[src/rtl/bus_tenure_ctrl.sv]
// bus_tenure_ctrl
//   Bus tenure controller that sits behind an upstream arbiter. While idle it
//   forwards unit requests to the arbiter and waits for a grant. A one-hot
//   grant opens a tenure for the granted unit. A multi-hot grant raises a
//   one-cycle error and opens nothing. A tenure issues one data beat per
//   cycle until the programmed burst is exhausted, the owner releases early,
//   or the owner drops its request. After the last beat there is one gap
//   cycle, and then the controller returns to idle.
//
//   Optional feature: define TENURE_STARVE_EN to build an 8-bit starvation
//   counter that drives the sticky starve flag. With the macro undefined,
//   starve is tied low and no counter is built.
//
// Parameters
//   NUMUNITS      number of requesting units
//   ADDRESSWIDTH  bits needed to index NUMUNITS
//   BURSTWIDTH    bits per unit burst-length field
//
// Ports
//   clock         sole clock, rising edge
//   reset         asynchronous, active-low reset
//   request       raw unit requests
//   early_release per-unit early-release strobes ("release" is a reserved
//                 word, so the port carries this name)
//   burst_len     packed per-unit burst length; unit i uses [i*BURSTWIDTH +: BURSTWIDTH]
//                 a length of L produces L+1 beats
//   grant         registered grant vector from the arbiter
//   arb_request   gated requests to the arbiter (combinational)
//   owner         index of the current or most recent bus owner
//   owner_valid   high while a tenure is active
//   beat          high on each data-beat cycle
//   beat_index    zero-based beat number, 0 outside a tenure
//   tenure_done   high on the last beat of a tenure
//   grant_error   one-cycle pulse after a multi-hot grant in idle
//   starve        sticky starvation flag
module bus_tenure_ctrl #(
  parameter int NUMUNITS     = 8,
  parameter int ADDRESSWIDTH = 3,
  parameter int BURSTWIDTH   = 4
) (
  input  logic                           clock,
  input  logic                           reset,
  input  logic [NUMUNITS-1:0]            request,
  input  logic [NUMUNITS-1:0]            early_release,
  input  logic [BURSTWIDTH*NUMUNITS-1:0] burst_len,
  input  logic [NUMUNITS-1:0]            grant,
  output logic [NUMUNITS-1:0]            arb_request,
  output logic [ADDRESSWIDTH-1:0]        owner,
  output logic                           owner_valid,
  output logic                           beat,
  output logic [BURSTWIDTH-1:0]          beat_index,
  output logic                           tenure_done,
  output logic                           grant_error,
  output logic                           starve
);

  typedef enum logic [1:0] {IDLE, OWN, GAP} state_t;

  state_t                  state, state_nx;
  logic [BURSTWIDTH-1:0]   remaining, remaining_nx;
  logic [ADDRESSWIDTH-1:0] owner_nx;
  logic                    owner_valid_nx, beat_nx, tenure_done_nx, grant_error_nx;
  logic [BURSTWIDTH-1:0]   beat_index_nx;

  logic                    grant_any, grant_onehot, capture;
  logic [ADDRESSWIDTH-1:0] grant_idx;
  logic [BURSTWIDTH-1:0]   cap_len;

  // Grant decode: index and burst length of the granted unit. These values
  // are used only when the grant is one-hot.
  always_comb begin
    grant_any    = |grant;
    grant_onehot = grant_any && ((grant & (grant - NUMUNITS'(1))) == '0);
    grant_idx    = '0;
    cap_len      = '0;
    for (int unsigned i = 0; i < NUMUNITS; i++) begin
      if (grant[i]) begin
        grant_idx = ADDRESSWIDTH'(i);
        cap_len   = burst_len[i*BURSTWIDTH +: BURSTWIDTH];
      end
    end
  end

  assign capture     = (state == IDLE) && grant_onehot;
  assign arb_request = (state == IDLE) ? request : '0;

  // State and registered outputs
  always_ff @(posedge clock or negedge reset) begin
    if (!reset) begin
      state       <= IDLE;
      remaining   <= '0;
      owner       <= '0;
      owner_valid <= 1'b0;
      beat        <= 1'b0;
      beat_index  <= '0;
      tenure_done <= 1'b0;
      grant_error <= 1'b0;
    end else begin
      state       <= state_nx;
      remaining   <= remaining_nx;
      owner       <= owner_nx;
      owner_valid <= owner_valid_nx;
      beat        <= beat_nx;
      beat_index  <= beat_index_nx;
      tenure_done <= tenure_done_nx;
      grant_error <= grant_error_nx;
    end
  end

  // Next state. The registered tenure_done marks the beat being presented as
  // the final one, so the controller leaves OWN after that beat.
  always_comb begin
    state_nx = state;
    case (state)
      IDLE:    if (capture) state_nx = OWN;
      OWN:     if (tenure_done) state_nx = GAP;
      GAP:     state_nx = IDLE;
      default: state_nx = IDLE;
    endcase
  end

  // Next registered outputs. The end condition is evaluated at the edge that
  // starts a beat: the remaining count for that beat, plus release and
  // request sampled at that edge. This lets the final beat carry tenure_done,
  // and simultaneous causes still produce a single pulse.
  always_comb begin
    owner_nx       = owner;
    owner_valid_nx = 1'b0;
    beat_nx        = 1'b0;
    beat_index_nx  = '0;
    tenure_done_nx = 1'b0;
    grant_error_nx = 1'b0;
    remaining_nx   = remaining;
    case (state)
      IDLE: begin
        if (capture) begin
          owner_nx       = grant_idx;
          owner_valid_nx = 1'b1;
          beat_nx        = 1'b1;
          remaining_nx   = cap_len;
          tenure_done_nx = (cap_len == '0) || early_release[grant_idx] || !request[grant_idx];
        end else if (grant_any) begin
          grant_error_nx = 1'b1;
        end
      end
      OWN: begin
        if (tenure_done) begin
          remaining_nx = '0;
        end else begin
          owner_valid_nx = 1'b1;
          beat_nx        = 1'b1;
          beat_index_nx  = beat_index + BURSTWIDTH'(1);
          remaining_nx   = remaining - BURSTWIDTH'(1);
          tenure_done_nx = (remaining == BURSTWIDTH'(1)) || early_release[owner] || !request[owner];
        end
      end
      default: ;
    endcase
  end

`ifdef TENURE_STARVE_EN
  logic [7:0] starve_cnt, starve_cnt_nx;

  // Counts idle cycles in which units are waiting and no grant arrives.
  // The count saturates at 255 and clears on any capture.
  always_comb begin
    starve_cnt_nx = starve_cnt;
    if (capture) begin
      starve_cnt_nx = '0;
    end else if ((state == IDLE) && (|request) && !grant_any && (starve_cnt != '1)) begin
      starve_cnt_nx = starve_cnt + 8'd1;
    end
  end

  always_ff @(posedge clock or negedge reset) begin
    if (!reset) begin
      starve_cnt <= '0;
      starve     <= 1'b0;
    end else begin
      starve_cnt <= starve_cnt_nx;
      if (starve_cnt_nx == '1) starve <= 1'b1;
    end
  end
`else
  assign starve = 1'b0;
`endif

endmodule
[config.mk]
export PLATFORM = sky130hd
export DESIGN_NAME = bus_tenure_ctrl
export DESIGN_NICKNAME = d
export VERILOG_FILES = /design/src/rtl/bus_tenure_ctrl.sv
export SDC_FILE = /design/constraint.sdc
export NUM_CORES = 1
export LEC_CHECK = 0
export CAP_MARGIN = 20
export CORE_ASPECT_RATIO = 0.75
export CORE_UTILIZATION = 43
export CTS_BUF_LIST = sky130_fd_sc_hd__clkbuf_16
export CTS_CLUSTER_DIAMETER = 100
export DETAILED_ROUTE_END_ITERATION = 8
export PLACE_DENSITY_LB_ADDON = 0.2
export SLEW_MARGIN = 20
export SYNTH_ARGS = -nofsm -noshare
export SYNTH_HDL_FRONTEND = slang
export SYNTH_SLANG_ARGS = --single-unit
[constraint.sdc]
create_clock -name clock -period 3.7 [get_ports clock]
set_input_delay 0.74 -clock clock [delete_from_list [all_inputs] [get_ports clock]]
set_output_delay 0.74 -clock clock [all_outputs]
set_load 0.005 [all_outputs]
Word level (Yosys, flattened, before mapping)
Cells that the tools add are included.

Add/subtract/negate cells: 3. Magnitude comparators: 2. Eq/ne operators: 4. Multiplexer cells: 41. Bitwise operators: 1. Reductions and logical operators: 16.

Operator list (count): two-way mux 4 bit (12); two-way mux 3 bit (6); binary-select mux 1 bit (select 3 bit) (4); two-way mux 1 bit (12); AND 8 bit (1); logical NOT 8 bit (1); less-than comparator 3 x 4 -> 1 bit (second input constant) (2); two-way mux 8 bit (1); one-hot mux 4 bit (2 select lines) (1); OR reduction 8 bit (1); subtractor 8 x 1 -> 8 bit (second input constant) (1); AND reduction 2 bit (3); adder 4 x 1 -> 4 bit (second input constant) (1); equality test 4 x 1 -> 1 bit (second input constant) (1); logical NOT 4 bit (1); logical OR 1 bit (4); two-way mux 2 bit (2); inequality test 2 bit (second input constant) (2); one-hot mux 1 bit (2 select lines) (2); one-hot mux 2 bit (2 select lines) (1); subtractor 4 x 1 -> 4 bit (second input constant) (1); equality test 2 x 1 -> 1 bit (second input constant) (1); logical AND 1 bit (2); logical NOT 1 bit (2); 2 further kinds (2).

Bits in registers: 16. Bits of input ports: 58. Output and inout bits: 20. Logic and storage cells: 74.

Depth between registers and ports, before layout
Gate-level depths: netlist of run 1.

Word-level depth: 13. Gate-level depth with buffers: 7. Mapped depth without buffers: 6.

Least setup slack after synthesis of run 1
Ideal clock, no wire load.

Path type: input to register. Start: input port grant[3]. End: register remaining[0]. Library setup time: 125 ps. Arrival time: 2002 ps. Data required time: 3575 ps. Path slack: 1573 ps. Stages on the path: 6. Buffers on the path: 1. Cells stage by stage: buf_6 -> nor4_4 -> a22oi_2 -> o21ba_1 -> or2_4 -> mux2_4.

Word-level cells in the longest chain between the ends: 7. Elaborated cells on any way between the ends: 15. Classes of those cells: 1 x add/sub; 1 x eq/ne; 7 x mux; 1 x bitwise; 5 x reduce/logical.

Ends and longest elaborated chain: start: declaration (line 46) `input logic [NUMUNITS-1:0] grant,`; subtractor 8 x 1 -> 8 bit / two-way mux 4 bit (equally long branches) (line 73, 77); AND 8 bit / two-way mux 4 bit (equally long branches) (line 73, 77); logical NOT 8 bit / two-way mux 4 bit (equally long branches) (line 73, 77); logical AND 1 bit / two-way mux 4 bit (equally long branches) (line 73, 77); logical AND 1 bit / two-way mux 4 bit (equally long branches) (line 84, 77); inequality test 2 bit (no source line) / two-way mux 4 bit (equally long branches); AND reduction 2 bit (no source line) / one-hot mux 4 bit (2 select lines) (equally long branches); end signal: assignment (line 100) `remaining <= remaining_nx;`; end: declaration (line 60) `logic [BURSTWIDTH-1:0] remaining, remaining_nx;`.

Parallel ways exist; a longest one is shown, timed or not. The select of a mux whose other input is x is not followed. A chain may end at the register's enable or synchronous reset.

Worst setup path after layout of run 1
Start: input port grant[3]. End: register owner[2].

Word-level cells in the longest chain between the ends: 6. Elaborated cells on any way between the ends: 12. Classes of those cells: 1 x add/sub; 5 x mux; 1 x bitwise; 5 x reduce/logical.

Ends and longest elaborated chain: subtractor 8 x 1 -> 8 bit (line 73) `grant_onehot = grant_any && ((grant & (grant - NUMUNITS'(1))) == '0);`; AND 8 bit (line 73); logical NOT 8 bit (line 73); logical AND 1 bit (line 73); logical AND 1 bit (line 84) `assign capture = (state == IDLE) && grant_onehot;`; AND reduction 2 bit (no source line); end signal: assignment (line 101) `owner <= owner_nx;`; end: declaration (line 48) `output logic [ADDRESSWIDTH-1:0] owner,`.

Parallel ways exist; a longest one is shown, timed or not.

==> flow_results.org, run 1 <==
** Outcome
- Result of the run :: finished clean

** Die
- Pin placement for this block handled 78 I/O pins.
- Number of standard-cell rows in the floorplan :: 18
- Placeable core region :: 0.003311 sq mm
- X dimension of the die :: 70.35 microns
- Once the floorplan was initialized, standard cells occupied 45.50% of the core.
- The die covers 0.003747 sq mm.
- In this run the vertical extent of the chip is 53.26 microns.

** Pwr
- Per report_power, the sequential group accounts for 30.8% of the total.
- Static Leakage :: 0.9184 nW
- Of the total power, combinational logic draws 48.3%.
- Worst VDD drop :: 371.5 uV
- Power per Cell Area :: 419.6 mW/mm^2
- Reported net switching power :: 320.6 uW
- Of the total power, the clock network draws 21.0%.
- Of the total power, the share spent switching nets is 32.78%.
- Internal :: 657.5 uW

** Drt
- For this run, design rule violations remaining after detail routing come to 0.
- Count of nets left with antenna violations after detail routing :: 0
- Total detailed-routing wirelength :: 4125 microns
- Vias after detailed routing :: 1586
- Before antenna repair, the detailed router went through 4 iterations.
- Average wire length per cell after detail routing :: 14.42 microns
- After detailed routing, the number of vias per cell comes to 5.545.
- The first routing iteration left 109 violations.

** Layout
- N_diodes :: 0
- At the end of the flow, the number of nets in the layout was 308.
- Area added between synthesis and finish :: 54.73%
- Once layout is complete, the utilization of the core stands at 70.41%.
- Cells with a size suffix above 1 make up 5.691% of the layout.
- Counting the fill cells in the layout gives 257.

** Logic synthesis
- Area share of fa/ha/maj cells after synthesis :: 2.492%
- Basic-gate share of the synthesized area counting and, or, nand and nor cells :: 29.57%
- Synth async-reset ratio :: 100.0%
- The mapped netlist covers 0.001506 sq mm.
- Sequential elements use 26.58% of the synthesized area.
- Xor/xnor cell area share of the yosys netlist :: 2.326%
- A synthesized cell averages 8.511 sq um.
- Among all flip-flop cells after synthesis, the most frequent one is dfrtp_1.
- Number of enable-type register cells in the synthesized netlist :: 0
- Warning count from the yosys run :: 0
- The synthesized netlist devotes 26.50% of its cell area to compound gates.
- Post-synthesis mux area share :: 5.980%
- Cells after Synth :: 177
- In this run, synthesis produced a sequential element count of 16.
- Library cells used by synthesis :: 56
- The number of nets handed over by synthesis was 238.
- By area, the combinational part of the netlist is dominated by simple AND/OR/NAND/NOR gates.

** Worst setup path
- Worst R2R Start :: state[1]
- Critical path capture point type :: flop
- The worst setup path is launched from a primary input.
- Data required, critical path :: 3820 ps
- Highest fanout seen on the critical path :: 11
- The worst register-to-register path has a depth of 5.
- The setup check on the worst reg-to-reg path leaves a slack of 2020 ps.
- The critical path in this run is classified as in -> reg.
- The endpoint identified for the worst register-to-register timing path is remaining[3].
- Worst endpoint data arrival time :: 2880 ps

** Timing
- Between clock sinks in the finished design, the worst skew comes to 2.145 ps.
- Number of max-slew violations in the final report :: 0
- Setup repair after global routing left no endpoint under its margin.
- Number of setup violations in the final report :: 0
- Post-Route Hold Slack :: 499.3 ps
- Slew HR :: 53.91%
- After layout, the worst setup slack is 939.3 ps.
- Of the available clock period, the critical path in the final layout requires 74.61%.
- The final hold violation count came to 0.
- For the finished layout, the period the worst path requires is 2761 ps.
- After routing, the total negative slack on setup checks comes to 0 ps.
- FMAX :: 0.3622 GHz
- At the pin with the least slew margin, the transition time is 689.3 ps.

** Placed design
- Input and output buffers added on the ports amount to 76.
- Placed wire-length estimate after detailed placement :: 3360 microns
- Post-Place Setup Slack :: 709.9 ps
- RD Place Congestion :: 0.9104

** Global route
- The first global-routing pass estimated 6527 microns of wire.
- The number of antenna violations at the first check in global routing came to 0.
- Congestion Overflow GR :: 0
- Number of global-route vias before repair :: 1443
- Pin count of the biggest net entering global routing :: 17
- Aggregate global-route resource usage :: 22.24%

** Clock network
- In this run, post-CTS hold repair placed 0 buffers.
- The clock drives 16 sinks.
- After clock tree synthesis, the clock-pin slew on the worst setup and hold paths is 50 ps.
- Skew-Pair Late Insertion Delay :: 240 ps
- After clock tree synthesis, the setup repair step added 0 buffers.
- Root Driver :: clkbuf_16
- TritonCTS built the clock tree.
- The clock passes through at most 2 buffers.
- In this run the number of H-tree levels came out at 1.
- Clock tree synthesis inserted a total of 3 buffers.
- Post-CTS resize count :: 0

** Hold path
- Worst hold endpoint :: beat_index[0]
- Worst Hold Launch :: beat_index[0]
- Hold depth :: 1
- In this run the worst hold path is classified as reg -> reg.

** Run
- Count of maximum capacitance violations :: 0
## metal layers
| layer | global-route usage (%) | share of wire, % | vias to the layer above |
|---|---|---|---|
| li1 | - | - | 787 |
| met1 | 31.48 | 48 | 719 |
| met2 | 33.81 | 43 | 74 |
| met3 | 6.286 | 8.6 | 6 |
| met4 | 4.000 | 0.95 | 0 |
| met5 | 0 | 0 | - |
## kinds of logic (layout without fill, tap and decap cells)
group | after synthesis | in the layout
AND/OR/NAND/NOR | 73 | 73
flip-flops | 16 | 16
multiplexers | 7 | 7
adder cells (fa/ha/maj) | 3 | 3
XOR/XNOR | 4 | 4
AO/OA/AOI/OAI | 54 | 54
other | 1 | 1
buffers and inverters | 19 | 88
## state kept, by name (all words and copies together) (netlist names)
name         cells
tenure_done      1
grant_error      1
beat             1
state            2
owner            3
beat_index       4
remaining        4
## cell usage after synthesis (2+ instances only)
cell       count  area (sq um)
dfrtp_1       16         400.4
nor2b_1       13         81.33
nand2_1       11         41.29
nor2_1        11         41.29
and2_1        10         62.56
a21oi_1        9         45.04
inv_1          8         30.03
o21ai_0        8         40.04
nand2b_1       5         31.28
nand3_1        5         25.02
a22oi_1        4         30.03
buf_2          4         20.02
o21ai_1        4         20.02
a221oi_1       3         26.28
a31oi_1        3         18.77
buf_4          3         22.52
clkbuf_1       3         11.26
ha_1           3         37.54
mux2i_1        3         30.03
nand3b_1       3         22.52
nor3b_1        3         22.52
xor2_1         3         26.28
a2111oi_0      2         17.52
a211oi_1       2         15.01
a221o_1        2         20.02
mux2_1         2         22.52
nor4_2         2         25.02
o211ai_1       2         15.01
o221ai_1       2         17.52
or4_1          2         15.01
## critical path, cell delays in order
cell             delay [ps]
clkdlybuf4s50_1         660
nor2_1                  360
xor2_1                  210
a22oi_2                 100
nor4_2                  440
mux2_1                  370
## layout make-up
| type | instances | area [sq um] | share of cell area (%) |
|---|---|---|---|
| repair buffers | 76 | 760.7 | 32.64 |
| flip-flops and latches | 16 | 400.4 | 17.18 |
| multi-input cells | 142 | 1011 | 43.37 |
| clock inverters | 1 | 3.754 | 0.1610 |
| clock buffers | 3 | 75.07 | 3.221 |
| well taps | 40 | 50.05 | 2.147 |
| inverters | 8 | 30.03 | 1.288 |
## metrics by stage
| stage | instances | instance area (sq um) | power, mW |
|---|---|---|---|
| floorplan | 177 | 1506 | 0.5341 |
| global placement | 282 | 2252 | 0.7632 |
| detailed placement | 282 | 2252 | 0.7707 |
| CTS | 286 | 2331 | 0.9824 |
| global route | 286 | 2331 | 1.046 |
| finish | 286 | 2331 | 0.9781 |
## layout by cell type, fill, tap and decap left out, types with 3 or more instances in the layout
cell,netlist,final
a221oi_1,3,3
nand3b_1,3,3
a22oi_1,4,4
nor3b_1,3,3
clkbuf_16,0,3
ha_1,3,3
mux2i_1,3,3
clkdlybuf4s50_1,0,76
inv_1,8,8
nand3_1,5,5
a31oi_1,3,3
nand2b_1,5,5
nand2_1,11,11
nor2b_1,13,13
nor2_1,11,11
and2_1,10,10
dfrtp_1,16,16
xor2_1,3,3
o21ai_1,4,4
a21oi_1,9,9
o21ai_0,8,8
## worst max path at each step
| stage | slack, ps | from | end | depth (start not counted) |
|---|---|---|---|---|
| CTS | 940 | grant[3] | owner[2] | 6 |
| finish | 940 | grant[3] | owner[2] | 6 |
| global route | 810 | grant[3] | owner[2] | 6 |
| detailed placement | 710 | grant[3] | owner[0] | 6 |
| global placement | 760 | grant[3] | owner[0] | 6 |
| floorplan | 1570 | grant[3] | remaining[0] | 6 |
## power groups by stage
stage / clock [mW] / combinational (mW) / sequential, mW
floorplan: 0 / 0.244 / 0.290
global placement: 0 / 0.463 / 0.300
finish: 0.205 / 0.472 / 0.301
detailed placement: 0 / 0.469 / 0.302
global route: 0.218 / 0.519 / 0.310
CTS: 0.209 / 0.474 / 0.300
(Power assumes the default switching activity.)
==> run 2: changes to the inputs <==
- CORE_UTILIZATION: 43 -> 36
- clock period: 3.7 -> 2.3 ns (I/O delays scaled with it)
==> run 2 against run 1 <==
Net effect:
- cell count rose by 14%
- sequential power rose by 61%
- first-iteration DRC count shrank 28%
- power increased by 68%
- cell area rose by 10%
- die area grew 19%
- worst setup slack worse by 850 ps
- non-clock buffer count up 27
- routed wire length grew 14%
- via count is 7.0% higher
- register-to-register slack worse by 1400 ps
- global-route usage grew 0.49 points
==> flow_results.org, run 2 (synthesis results as in run 1) <==
** Pwr
- Power comes to 1.648 mW.
- Power per Cell Area :: 640.8 mW/mm^2
- Switching share of total power :: 32.84%
- Flop pwr share :: 29.5%
- Internal :: 1.107 mW
- Relative contribution of the clock network to total power :: 20.8%
- Part of the total power dissipated in combinational logic :: 49.7%
- The analysis attributes to net switching a power of 541.1 uW.
- In this run the static leakage power is 1.077 nW.
- Worst VDD drop :: 548.8 uV

** Worst setup path
- Critical path class :: in -> reg
- Worst endpoint data arrival time :: 2390 ps
- Along the worst path, the maximum fanout reaches 7.
- For the worst setup path, the data required time is 2480 ps.
- The worst setup path is launched from a primary input.
- For flop-to-flop paths, the worst setup slack is 590 ps.
- The worst setup path is captured at a flop.

** Placed design
- The placed instances occupy a cell area of 0.002470 sq mm.
- Port bufs :: 76
- OpenSTA, run right after detailed placement, puts the worst setup slack at -161.4 ps.
- Detailed placement finished with a half-perimeter wire length of 3790 microns.
- RD Place Congestion :: 0.8343

** Drt
- Total detailed-routing wirelength :: 4694 microns
- Number of design-rule violations left by the first detailed-router iteration :: 79
- Average wire length per cell after detail routing :: 14.44 microns
- Dividing the detail-routed via count by the number of cells gives 5.222.
- Detailed-router iteration count before antenna repair :: 4
- In the routed design, unresolved DRC markers number 0.
- Count of nets left with antenna violations after detail routing :: 0
- Vias after detailed routing :: 1697

** Layout
- Summing all multi-input logic gate instances after layout gives 0.001026 sq mm.
- The filler cells instantiated in the layout total 327.
- The number of antenna diodes in the final layout is 0.
- Area added between synthesis and finish :: 70.68%
- Biggest regs :: beat_index: 4 flops, remaining: 4 flops, owner: 3 flops
- The top cell types in the final layout, fill and taps aside, are 73 x clkdlybuf4s50_1, 27 x buf_4, 16 x dfrtp_1.
- Commonest non-fill, non-tap cell in the layout :: clkdlybuf4s50_1
- Non-Filler Cell Area, Final :: 0.002571 sq mm
- In the final layout, flip-flops and latches occupy 400.4 sq um.
- At the end of the flow, the number of nets in the layout was 335.
- Share of final-layout standard cells stronger than drive strength 1 :: 15.75%

** Clock network
- Clock slew seen by the registers of the worst setup and hold paths :: 50 ps
- CTS built an H-tree with a depth of 1.
- Counting the buffers created by CTS gives 3.
- Skew-Pair Late Insertion Delay :: 250 ps
- Buffers inserted to repair hold after CTS numbered 0.
- TritonCTS built the clock tree.
- Root Driver :: clkbuf_16
- Counting along the longest clock path gives a buffer depth of 2.
- Counting every sink on the clock net gives 16.

** Global route
- Initial antenna violation count :: 0
- Summed over all layers, the global routing overflow is 0.
- Pin count of the biggest net entering global routing :: 17
- Number of global-route vias before repair :: 1719
- The first global-routing pass estimated 7872 microns of wire.
- In the global route stage, overall resource usage came out at 22.73%.

** Die
- The floorplan step set the die width to 76.70 microns.
- Area of the die :: 0.004450 sq mm
- Row generation in the floorplan step produced 19 rows.
- Placeable core region :: 0.003827 sq mm
- For this configuration, the core starts out at a cell density of 39.36%.
- 78 I/O pins were placed.
- The floorplan step set the die height to 58.02 microns.

** Timing
- Final hold violation count :: 0
- The number of max-slew violations in the final report was 0.
- Once routing completed, OpenROAD measured the worst setup slack at 86.38 ps.
- FMAX :: 0.4517 GHz
- In this run the tightest slew margin relative to its limit is 52.72%.
- In the finished design, the share of the clock period the worst path needs comes to 96.24%.
- Across all hold checks on the routed design, the worst slack comes to 502.7 ps.
- Least-Margin Pin Slew :: 707.0 ps
- Setup tns final :: 0 ps
- The routed design could run at a clock period as short as 2214 ps.
- Setup repair after global routing left no endpoint under its margin.
- Number of setup violations in the final report :: 0
- The clock arrives with 1.629 ps of skew.

** Outcome
- Result of the run :: finished clean

** Run
- The tool flagged a number of max-cap violations equal to 0.

** Hold path
- In this run the worst hold path is classified as reg -> reg.
## run 2: power groups by stage
stage / Combinational (mW) / Sequential (mW) / Clock (mW)
floorplan: 0.393 / 0.466 / 0
global placement: 0.800 / 0.483 / 0
detailed placement: 0.813 / 0.486 / 0
CTS: 0.819 / 0.484 / 0.348
global route: 0.896 / 0.503 / 0.367
finish: 0.819 / 0.486 / 0.343
## run 2: path summary, 6_finish.rpt
path,from,endpoint,depth (start not counted)
worst max-delay path,grant[2],tenure_done,7
worst min-delay path,beat_index[0],beat_index[0],1
worst max register to register,state[1],remaining[3],5
worst min register to register,beat_index[0],beat_index[0],1
max in group asynchronous,reset,owner[2],1
min in group asynchronous,reset,grant_error,1
## run 2: repair_timing
item | CTS | global route
setup endpoints to repair | 0 | 6
endpoints found under the hold margin | 0 | 0
resized for setup | 0 | 7
setup buffers | 0 | 0
## run 2: critical path, cell delays in order
cell and delay (ps):
clkdlybuf4s50_1 620, nor2_1 140, and4b_4 210, a2111oi_4 320, o21ai_1 160, o32a_1 380, o21ai_2 110
## run 2: routing by layer
metal,track usage [%],vias up,wire length (microns)
met4,6.593,0,50
li1,-,843,-
met1,30.14,787,2282
met2,37.88,63,2110
met3,4.567,4,252
met5,0,-,0
## run 2: cell type report
cell class	count	share of cell area (%)
repair buffers	103	37.76
multi-input cells	142	39.90
well taps	52	2.530
clock inverters	1	0.1460
clock buffers	3	2.920
inverters	8	1.168
flip-flops and latches	16	15.57
## run 2: metrics by stage
step / instances / util, %
floorplan: 177 / -
global placement: 321 / 64.53
detailed placement: 321 / 64.53
CTS: 325 / 66.59
global route: 325 / 67.18
finish: 325 / 67.18
